## config.mk

```make
export PLATFORM = sky130hd
export DESIGN_NAME = stepped_counter_bank
export DESIGN_NICKNAME = d
export VERILOG_FILES = /design/src/rtl/stepped_counter_pkg.sv /design/src/rtl/stepped_counter_ch.sv /design/src/rtl/stepped_counter_bank.sv
export SDC_FILE = /design/constraint.sdc
export NUM_CORES = 1
export LEC_CHECK = 0
export CAP_MARGIN = 25
export CORE_UTILIZATION = 54
export CTS_BUF_LIST = sky130_fd_sc_hd__clkbuf_8 sky130_fd_sc_hd__clkbuf_16
export CTS_CLUSTER_SIZE = 8
export DETAILED_ROUTE_END_ITERATION = 6
export PLACE_DENSITY_LB_ADDON = 0.15
export REMOVE_ABC_BUFFERS = 1
export SYNTH_ARGS = -nofsm -noshare
export SYNTH_HDL_FRONTEND = slang
export SYNTH_SLANG_ARGS = --single-unit
export TNS_END_PERCENT = 30
```

## constraint.sdc

```tcl
create_clock -name clk -period 3 [get_ports clk]
set_input_delay 0.45 -clock clk [delete_from_list [all_inputs] [get_ports clk]]
set_output_delay 0.45 -clock clk [all_outputs]
set_load 0.05 [all_outputs]
```

## src/rtl/stepped_counter_pkg.sv

```systemverilog
// stepped_counter_pkg: shared encodings and CTRL field layout helpers for the
// stepped counter bank (limit modes, config addresses, field bit offsets).
package stepped_counter_pkg;

  // Limit behaviour of a channel; code 3 behaves like WRAP.
  typedef enum logic [1:0] {
    MODE_WRAP     = 2'd0,
    MODE_SAT      = 2'd1,
    MODE_BOUNCE   = 2'd2,
    MODE_WRAP_ALT = 2'd3
  } mode_e;

  // Config register addresses; address 3 is reserved and ignored.
  localparam logic [1:0] ADDR_CTRL  = 2'd0;
  localparam logic [1:0] ADDR_DIV   = 2'd1;
  localparam logic [1:0] ADDR_VALUE = 2'd2;

  // CTRL layout: [0] en, then tsel, step, dir, mode packed upward.
  function automatic int unsigned ctrl_en_bit();
    return 0;
  endfunction

  function automatic int unsigned ctrl_tsel_lsb();
    return 1;
  endfunction

  function automatic int unsigned ctrl_step_lsb(int unsigned tsw);
    return tsw + 1;
  endfunction

  function automatic int unsigned ctrl_dir_bit(int unsigned tsw, int unsigned sw);
    return tsw + sw + 1;
  endfunction

  function automatic int unsigned ctrl_mode_lsb(int unsigned tsw, int unsigned sw);
    return tsw + sw + 2;
  endfunction

  function automatic int unsigned max3(int unsigned a, int unsigned b, int unsigned c);
    int unsigned m;
    m = (a > b) ? a : b;
    return (m > c) ? m : c;
  endfunction

endpackage

```

## src/rtl/stepped_counter_ch.sv

```systemverilog
// stepped_counter_ch: one counter channel -- config registers, strobe divider
// and limit-aware next-value logic.
// Ports:
//   clk, rst_n          clock, async active-low reset
//   strobe_i            selected prescaler tap (already muxed by the top)
//   ctrl_we_i/div_we_i/val_we_i  per-register write strobes
//   wdata_i             config write data
//   tsel_o              current tap select, drives the top-level tap mux
//   ctr_o               counter value
//   tick_o, lim_o       one-cycle update / limit-event pulses
module stepped_counter_ch
  import stepped_counter_pkg::*;
#(
  parameter int unsigned CW   = 8,
  parameter int unsigned SW   = 4,
  parameter int unsigned TSW  = 3,
  parameter int unsigned DIVW = 8,
  parameter int unsigned WDW  = 16
) (
  input  logic            clk,
  input  logic            rst_n,
  input  logic            strobe_i,
  input  logic            ctrl_we_i,
  input  logic            div_we_i,
  input  logic            val_we_i,
  input  logic [WDW-1:0]  wdata_i,
  output logic [TSW-1:0]  tsel_o,
  output logic [CW-1:0]   ctr_o,
  output logic            tick_o,
  output logic            lim_o
);

  localparam int unsigned EN_BIT    = ctrl_en_bit();
  localparam int unsigned TSEL_LSB  = ctrl_tsel_lsb();
  localparam int unsigned TSEL_MSB  = TSEL_LSB + TSW - 1;
  localparam int unsigned STEP_LSB  = ctrl_step_lsb(TSW);
  localparam int unsigned STEP_MSB  = STEP_LSB + SW - 1;
  localparam int unsigned DIR_BIT   = ctrl_dir_bit(TSW, SW);
  localparam int unsigned MODE_LSB  = ctrl_mode_lsb(TSW, SW);
  localparam int unsigned MODE_MSB  = MODE_LSB + 1;

  logic            en_q, en_d;
  logic [TSW-1:0]  tsel_q, tsel_d;
  logic [SW-1:0]   step_q, step_d;
  logic            dir_q, dir_d;
  mode_e           mode_q, mode_d;
  logic [DIVW-1:0] div_q, div_d;
  logic [DIVW-1:0] div_cnt_q, div_cnt_d;
  logic [CW-1:0]   ctr_q, ctr_d;
  logic            tick_q, tick_d;
  logic            lim_q, lim_d;

  logic            fire_c;
  logic [CW:0]     step_ext_c;
  logic [CW:0]     sum_c;
  logic            ovf_c;
  logic [CW-1:0]   bound_c;
  logic [CW-1:0]   nxt_c;
  logic            nxt_lim_c;
  logic            nxt_flip_c;
  logic            unused_wdata_c;

  // Upper write-data bits are not part of any register in this channel.
  assign unused_wdata_c = ^wdata_i;

  // Candidate next value; the extra top bit flags carry/borrow.
  always_comb begin : next_value
    step_ext_c = (CW+1)'(step_q);
    sum_c      = dir_q ? ({1'b0, ctr_q} - step_ext_c) : ({1'b0, ctr_q} + step_ext_c);
    ovf_c      = sum_c[CW];
    bound_c    = dir_q ? '0 : '1;
    nxt_c      = sum_c[CW-1:0];
    nxt_lim_c  = ovf_c;
    nxt_flip_c = 1'b0;
    case (mode_q)
      MODE_SAT: begin
        // A hit only counts when the clamp actually moves the value.
        if (ovf_c) begin
          nxt_c     = bound_c;
          nxt_lim_c = (ctr_q != bound_c);
        end
      end
      MODE_BOUNCE: begin
        if (ovf_c) begin
          nxt_c      = bound_c;
          nxt_lim_c  = 1'b1;
          nxt_flip_c = 1'b1;
        end
      end
      default: ;
    endcase
  end

  // Divider, update and config-write merging.
  always_comb begin : next_state
    en_d      = en_q;
    tsel_d    = tsel_q;
    step_d    = step_q;
    dir_d     = dir_q;
    mode_d    = mode_q;
    div_d     = div_q;
    div_cnt_d = div_cnt_q;
    ctr_d     = ctr_q;
    tick_d    = 1'b0;
    lim_d     = 1'b0;

    fire_c = en_q && strobe_i && (div_cnt_q == div_q);

    if (en_q && strobe_i) begin
      div_cnt_d = fire_c ? '0 : div_cnt_q + DIVW'(1);
    end

    if (fire_c) begin
      ctr_d  = nxt_c;
      dir_d  = dir_q ^ nxt_flip_c;
      tick_d = 1'b1;
      lim_d  = nxt_lim_c;
    end

    // A VALUE write discards the whole update except its tick.
    if (val_we_i) begin
      ctr_d = wdata_i[CW-1:0];
      lim_d = 1'b0;
      dir_d = dir_q;
    end

    // Update above used the old CTRL; the new one lands afterwards.
    if (ctrl_we_i) begin
      en_d   = wdata_i[EN_BIT];
      tsel_d = wdata_i[TSEL_MSB:TSEL_LSB];
      step_d = wdata_i[STEP_MSB:STEP_LSB];
      dir_d  = wdata_i[DIR_BIT];
      mode_d = mode_e'(wdata_i[MODE_MSB:MODE_LSB]);
    end

    if (div_we_i) begin
      div_d     = wdata_i[DIVW-1:0];
      div_cnt_d = '0;
    end
  end

  always_ff @(posedge clk or negedge rst_n) begin : regs
    if (!rst_n) begin
      en_q      <= 1'b0;
      tsel_q    <= '0;
      step_q    <= SW'(1);
      dir_q     <= 1'b0;
      mode_q    <= MODE_WRAP;
      div_q     <= '0;
      div_cnt_q <= '0;
      ctr_q     <= '0;
      tick_q    <= 1'b0;
      lim_q     <= 1'b0;
    end else begin
      en_q      <= en_d;
      tsel_q    <= tsel_d;
      step_q    <= step_d;
      dir_q     <= dir_d;
      mode_q    <= mode_d;
      div_q     <= div_d;
      div_cnt_q <= div_cnt_d;
      ctr_q     <= ctr_d;
      tick_q    <= tick_d;
      lim_q     <= lim_d;
    end
  end

  assign tsel_o = tsel_q;
  assign ctr_o  = ctr_q;
  assign tick_o = tick_q;
  assign lim_o  = lim_q;

endmodule

```

## src/rtl/stepped_counter_bank.sv

```systemverilog
// stepped_counter_bank: NCH independent stepped counters driven from a shared
// prescaler tap bus, configured at runtime through a small write port.
// Ports:
//   clk, rst_n     clock, async active-low reset
//   taps           one-cycle strobes from the shared prescaler
//   cfg_we         config write strobe
//   cfg_ch         target channel
//   cfg_addr       0=CTRL, 1=DIV, 2=VALUE, 3=reserved
//   cfg_wdata      write data
//   ctr_flat       counter values, channel i at [i*CW +: CW]
//   tick_o, lim_o  per-channel update / limit-event pulses
module stepped_counter_bank
  import stepped_counter_pkg::*;
#(
  parameter  int unsigned NCH   = 4,
  parameter  int unsigned CW    = 8,
  parameter  int unsigned SW    = 4,
  parameter  int unsigned NTAPS = 6,
  parameter  int unsigned DIVW  = 8,
  parameter  int unsigned TSW   = 3,
  localparam int unsigned CHW   = (NCH > 1) ? $clog2(NCH) : 1,
  localparam int unsigned WDW   = max3(CW, DIVW, 16)
) (
  input  logic                clk,
  input  logic                rst_n,
  input  logic [NTAPS-1:0]    taps,
  input  logic                cfg_we,
  input  logic [CHW-1:0]      cfg_ch,
  input  logic [1:0]          cfg_addr,
  input  logic [WDW-1:0]      cfg_wdata,
  output logic [NCH*CW-1:0]   ctr_flat,
  output logic [NCH-1:0]      tick_o,
  output logic [NCH-1:0]      lim_o
);

  for (genvar g = 0; g < NCH; g++) begin : g_ch
    logic [TSW-1:0] tsel;
    logic           strobe_c;
    logic           sel_c;

    // Tap mux; a select beyond the bus width yields no strobe (stalled).
    always_comb begin : tap_mux
      strobe_c = 1'b0;
      for (int unsigned t = 0; t < NTAPS; t++) begin
        if (tsel == TSW'(t)) strobe_c = taps[t];
      end
    end

    assign sel_c = cfg_we && (cfg_ch == CHW'(g));

    stepped_counter_ch #(
      .CW   (CW),
      .SW   (SW),
      .TSW  (TSW),
      .DIVW (DIVW),
      .WDW  (WDW)
    ) u_ch (
      .clk       (clk),
      .rst_n     (rst_n),
      .strobe_i  (strobe_c),
      .ctrl_we_i (sel_c && (cfg_addr == ADDR_CTRL)),
      .div_we_i  (sel_c && (cfg_addr == ADDR_DIV)),
      .val_we_i  (sel_c && (cfg_addr == ADDR_VALUE)),
      .wdata_i   (cfg_wdata),
      .tsel_o    (tsel),
      .ctr_o     (ctr_flat[g*CW +: CW]),
      .tick_o    (tick_o[g]),
      .lim_o     (lim_o[g])
    );
  end

endmodule

```

==> flow_summary.ini <==
[placement]
place_area_sq_um = 10480
dp.final_hpwl_um = 16390
portBuffers = 63
routabilityCongestion = 0.8731
dp_cells = 1263

[yosys]
avgSynthCellArea_sq_um = 9.679
synthArstFlopShare = 1.000
ys_types = 71
ys.flop_type = dfrtp_1
ys_seq_elements = 148
synth_edf_count = 0
syn_inst = 966
syn_area_sq_um = 9350
synth_warnings = 0
yosysSeqAreaShare = 0.3966

[clock_network]
cts-root-buf = clkbuf_16
cts.clk_slew.worst_paths_ps = 60
cts_sinks = 148
htreeDepth = 4
clock_path_buffers = 2
clk_latency_ps = 420
cts_made_buffers = 17
tritoncts = done

[timing]
fin_crit_sh = 1.016
slew_headroom = 0.3735
worst_slew_pin_slew_ps = 936.8
rsz0062_at_grt = yes
setup_viol = 2
final-hold-violation-count = 0
maxSlewViolCount = 0
max_freq_mhz = 328.2
setup_slack_ps = -46.94
fin_worst_skew_ps = 7.659
min_period_ps = 3047

[finish]
final_cell_area_sq_um = 11280
layoutNonFillerInstCount = 1298
multi_input_area_sq_um = 5420
layout.cells.most_common = dfrtp_1
fill_cells = 1363
drive_above_1_share = 0.1892
nets = 1151
diodes = 0
syn_to_final_growth_pct = 20.69
regArea_sq_um = 3709
layout_common_cells = dfrtp_1, nand2_1, nor2_1

[routing]
drtIter0Drc = 573
ant_nets = 0
wl_per_cell_um = 17.95
vias_per_cell = 5.963
drtPass1Iterations = 5
num_vias = 7740
drt_wl_total_um = 23300
drc = 0

[setup_path]
crit_path_frequent_cell = ha_4
critical_path_buf_inv_count = 3
cp_slowest_cell = dfstp_2
arrival_ps = 3360
setup.worst_path.end_class = flop
crit_required_ps = 3320
max_stage_delay_ps = 530
path_cells = inv_2 -> ha_4 -> nor3b_4 -> or2_4 -> ha_4 -> o21a_1 -> o221a_2 -> a311o_1 -> buf_4 -> nor3_4 -> buf_6 -> nand4_1 -> o311ai_1
path_delay_family = compound AO/OA/AOI/OAI gates
worst_setup_path_start_kind = flop
cp_max_fo = 5
worstSetupPathType = reg -> reg

[power_and_ir_drop]
combPwrFrac = 0.535
seq_power_share = 0.275
power.density_nw_per_um2 = 1074
p_leak_nw = 4.900
irDropWorstVdd_mv = 0.7014
clkPwrFrac = 0.191
power_switching_mw = 5.154
swShare = 0.4254
power.internal_mw = 6.962

[global_route]
grt_max_degree = 60
first_global_vias = 7525
antenna_found_initial = 0
grt_overflow = 0
grt_usage = 0.2753
grt_pass1_wl_um = 38260

[floorplanning]
die_x_um = 133.6
dieArea_sq_um = 17850
rows = 47
ios = 69
start_util = 0.5579
fp.coreArea_sq_um = 16760
die_h_um = 133.6

[run]
cap_violations = 0

[worst_hold_path]
hold_class = reg -> reg

[run_status]
violations = setup timing
status = complete, but fails checks
-- registers in the layout, indices dropped and copies added (netlist names) --
name                 flops
g_ch.u_ch.en_q           4
g_ch.u_ch.lim_o          4
g_ch.u_ch.div_cnt_q     32
g_ch.u_ch.mode_q         8
g_ch.u_ch.tick_o         4
g_ch.u_ch.step_q        16
g_ch.u_ch.ctr_o         32
g_ch.u_ch.tsel_o        12
g_ch.u_ch.dir_q          4
g_ch.u_ch.div_q         32
-- stage by stage --
step / hold WS (ps) / total power, mW / util / setup TNS, ps / setup slack, ps
2_1_floorplan: 154.4 / 7.477 / - / -79.03 / -79.03
3_3_place_gp: 450.7 / 9.339 / 0.6253 / -29.65 / -29.65
3_5_place_dp: 457.6 / 9.463 / 0.6253 / -305.8 / -89.47
4_1_cts: 499.8 / 11.89 / 0.6658 / -11.68 / -11.68
5_1_grt: 523.1 / 12.98 / 0.6733 / -892.3 / -157.7
6_report: 497.6 / 12.12 / 0.6733 / -50.33 / -46.94
-- repair_timing --
item,4_1_cts,5_1_grt
hold buffers,1,0
buffers inserted,0,3
pin swaps,0,9
endpoints found under the hold margin,1,0
gates resized for setup,5,29
endpoints found under the setup margin,13,36
-- power groups by stage --
| stage | Combinational (mW) | Clock (mW) | Sequential (mW) |
|---|---|---|---|
| floorplan | 3.60 | 0 | 3.88 |
| global placement | 6.02 | 0 | 3.32 |
| detailed placement | 6.14 | 0 | 3.32 |
| CTS | 6.24 | 2.35 | 3.30 |
| global route | 7.11 | 2.43 | 3.43 |
| finish | 6.48 | 2.31 | 3.33 |
-- final timing paths --
kind,from,to,slack [ps],depth (start not counted)
max reg2reg,g_ch[3].u_ch.step_q[0]$_DFFE_PN1P_,g_ch[3].u_ch.ctr_o[4]$_DFFE_PN0P_,-50,13
max in group asynchronous,rst_n,g_ch[3].u_ch.step_q[0]$_DFFE_PN1P_,1620,3
max,g_ch[3].u_ch.step_q[0]$_DFFE_PN1P_,g_ch[3].u_ch.ctr_o[4]$_DFFE_PN0P_,-50,13
min,g_ch[0].u_ch.div_q[3]$_DFFE_PN0P_,g_ch[0].u_ch.div_q[3]$_DFFE_PN0P_,500,2
min in group asynchronous,rst_n,g_ch[2].u_ch.div_cnt_q[0]$_DFFE_PN0P_,560,2
min reg2reg,g_ch[0].u_ch.div_q[3]$_DFFE_PN0P_,g_ch[0].u_ch.div_q[3]$_DFFE_PN0P_,500,2
-- layout make-up --
type / count / share of cell area
multi-input combinational: 735 / 0.4803
sequential: 148 / 0.3286
timing repair buffer: 120 / 0.09558
clock buffer: 17 / 0.03770
tap: 220 / 0.02439
clock inverter: 14 / 0.01874
inverter: 44 / 0.01464
-- kinds of logic after synthesis --
family,after synthesis,synth area share
XOR/XNOR,74,0.06932
multiplexers,78,0.09728
AND/OR/NAND/NOR,319,0.1724
AO/OA/AOI/OAI,208,0.1485
buffers and inverters,83,0.03773
adder cells (fa/ha/maj),56,0.07815
flip-flops,148,0.3966
-- synthesized netlist by cell type (all sizes together), types with 7 or more instances --
cell,number,area [sq um]
dfrtp,144,3603
nand2,100,385.4
nor2,66,247.7
mux2,63,709.4
a21oi,55,275.3
ha,52,650.6
xnor2,50,437.9
o21ai,48,240.2
inv,44,165.2
clkbuf,26,97.59
nand4,24,150.1
xor2,24,210.2
nand3,21,105.1
nor3,19,111.4
nor2b,17,106.4
or3,17,111.4
a31oi,13,81.33
buf,13,90.08
mux2i,11,110.1
o311ai,10,87.58
or2,10,62.56
a21o,9,68.82
and3,9,56.30
a22oi,7,57.55
o31ai,7,52.55
-- layer usage --
layer	wire, um	track usage	vias up
met5	0	0	-
met4	362	0.08018	0
met3	1122	0.05784	36
met2	10980	0.4375	208
met1	10840	0.3792	3818
li1	-	-	3678
-- worst register-to-register path, delay by kind of cell (launching register included) --
family | cells | cell delay [ps]
and+or+nand+nor | 4 | 820
adders and majority gates | 2 | 370
DFF | 1 | 530
buffers and inverters | 3 | 340
AOI/OAI and AO/OA | 4 | 860
No activity file was read; power rests on OpenSTA's default activity.
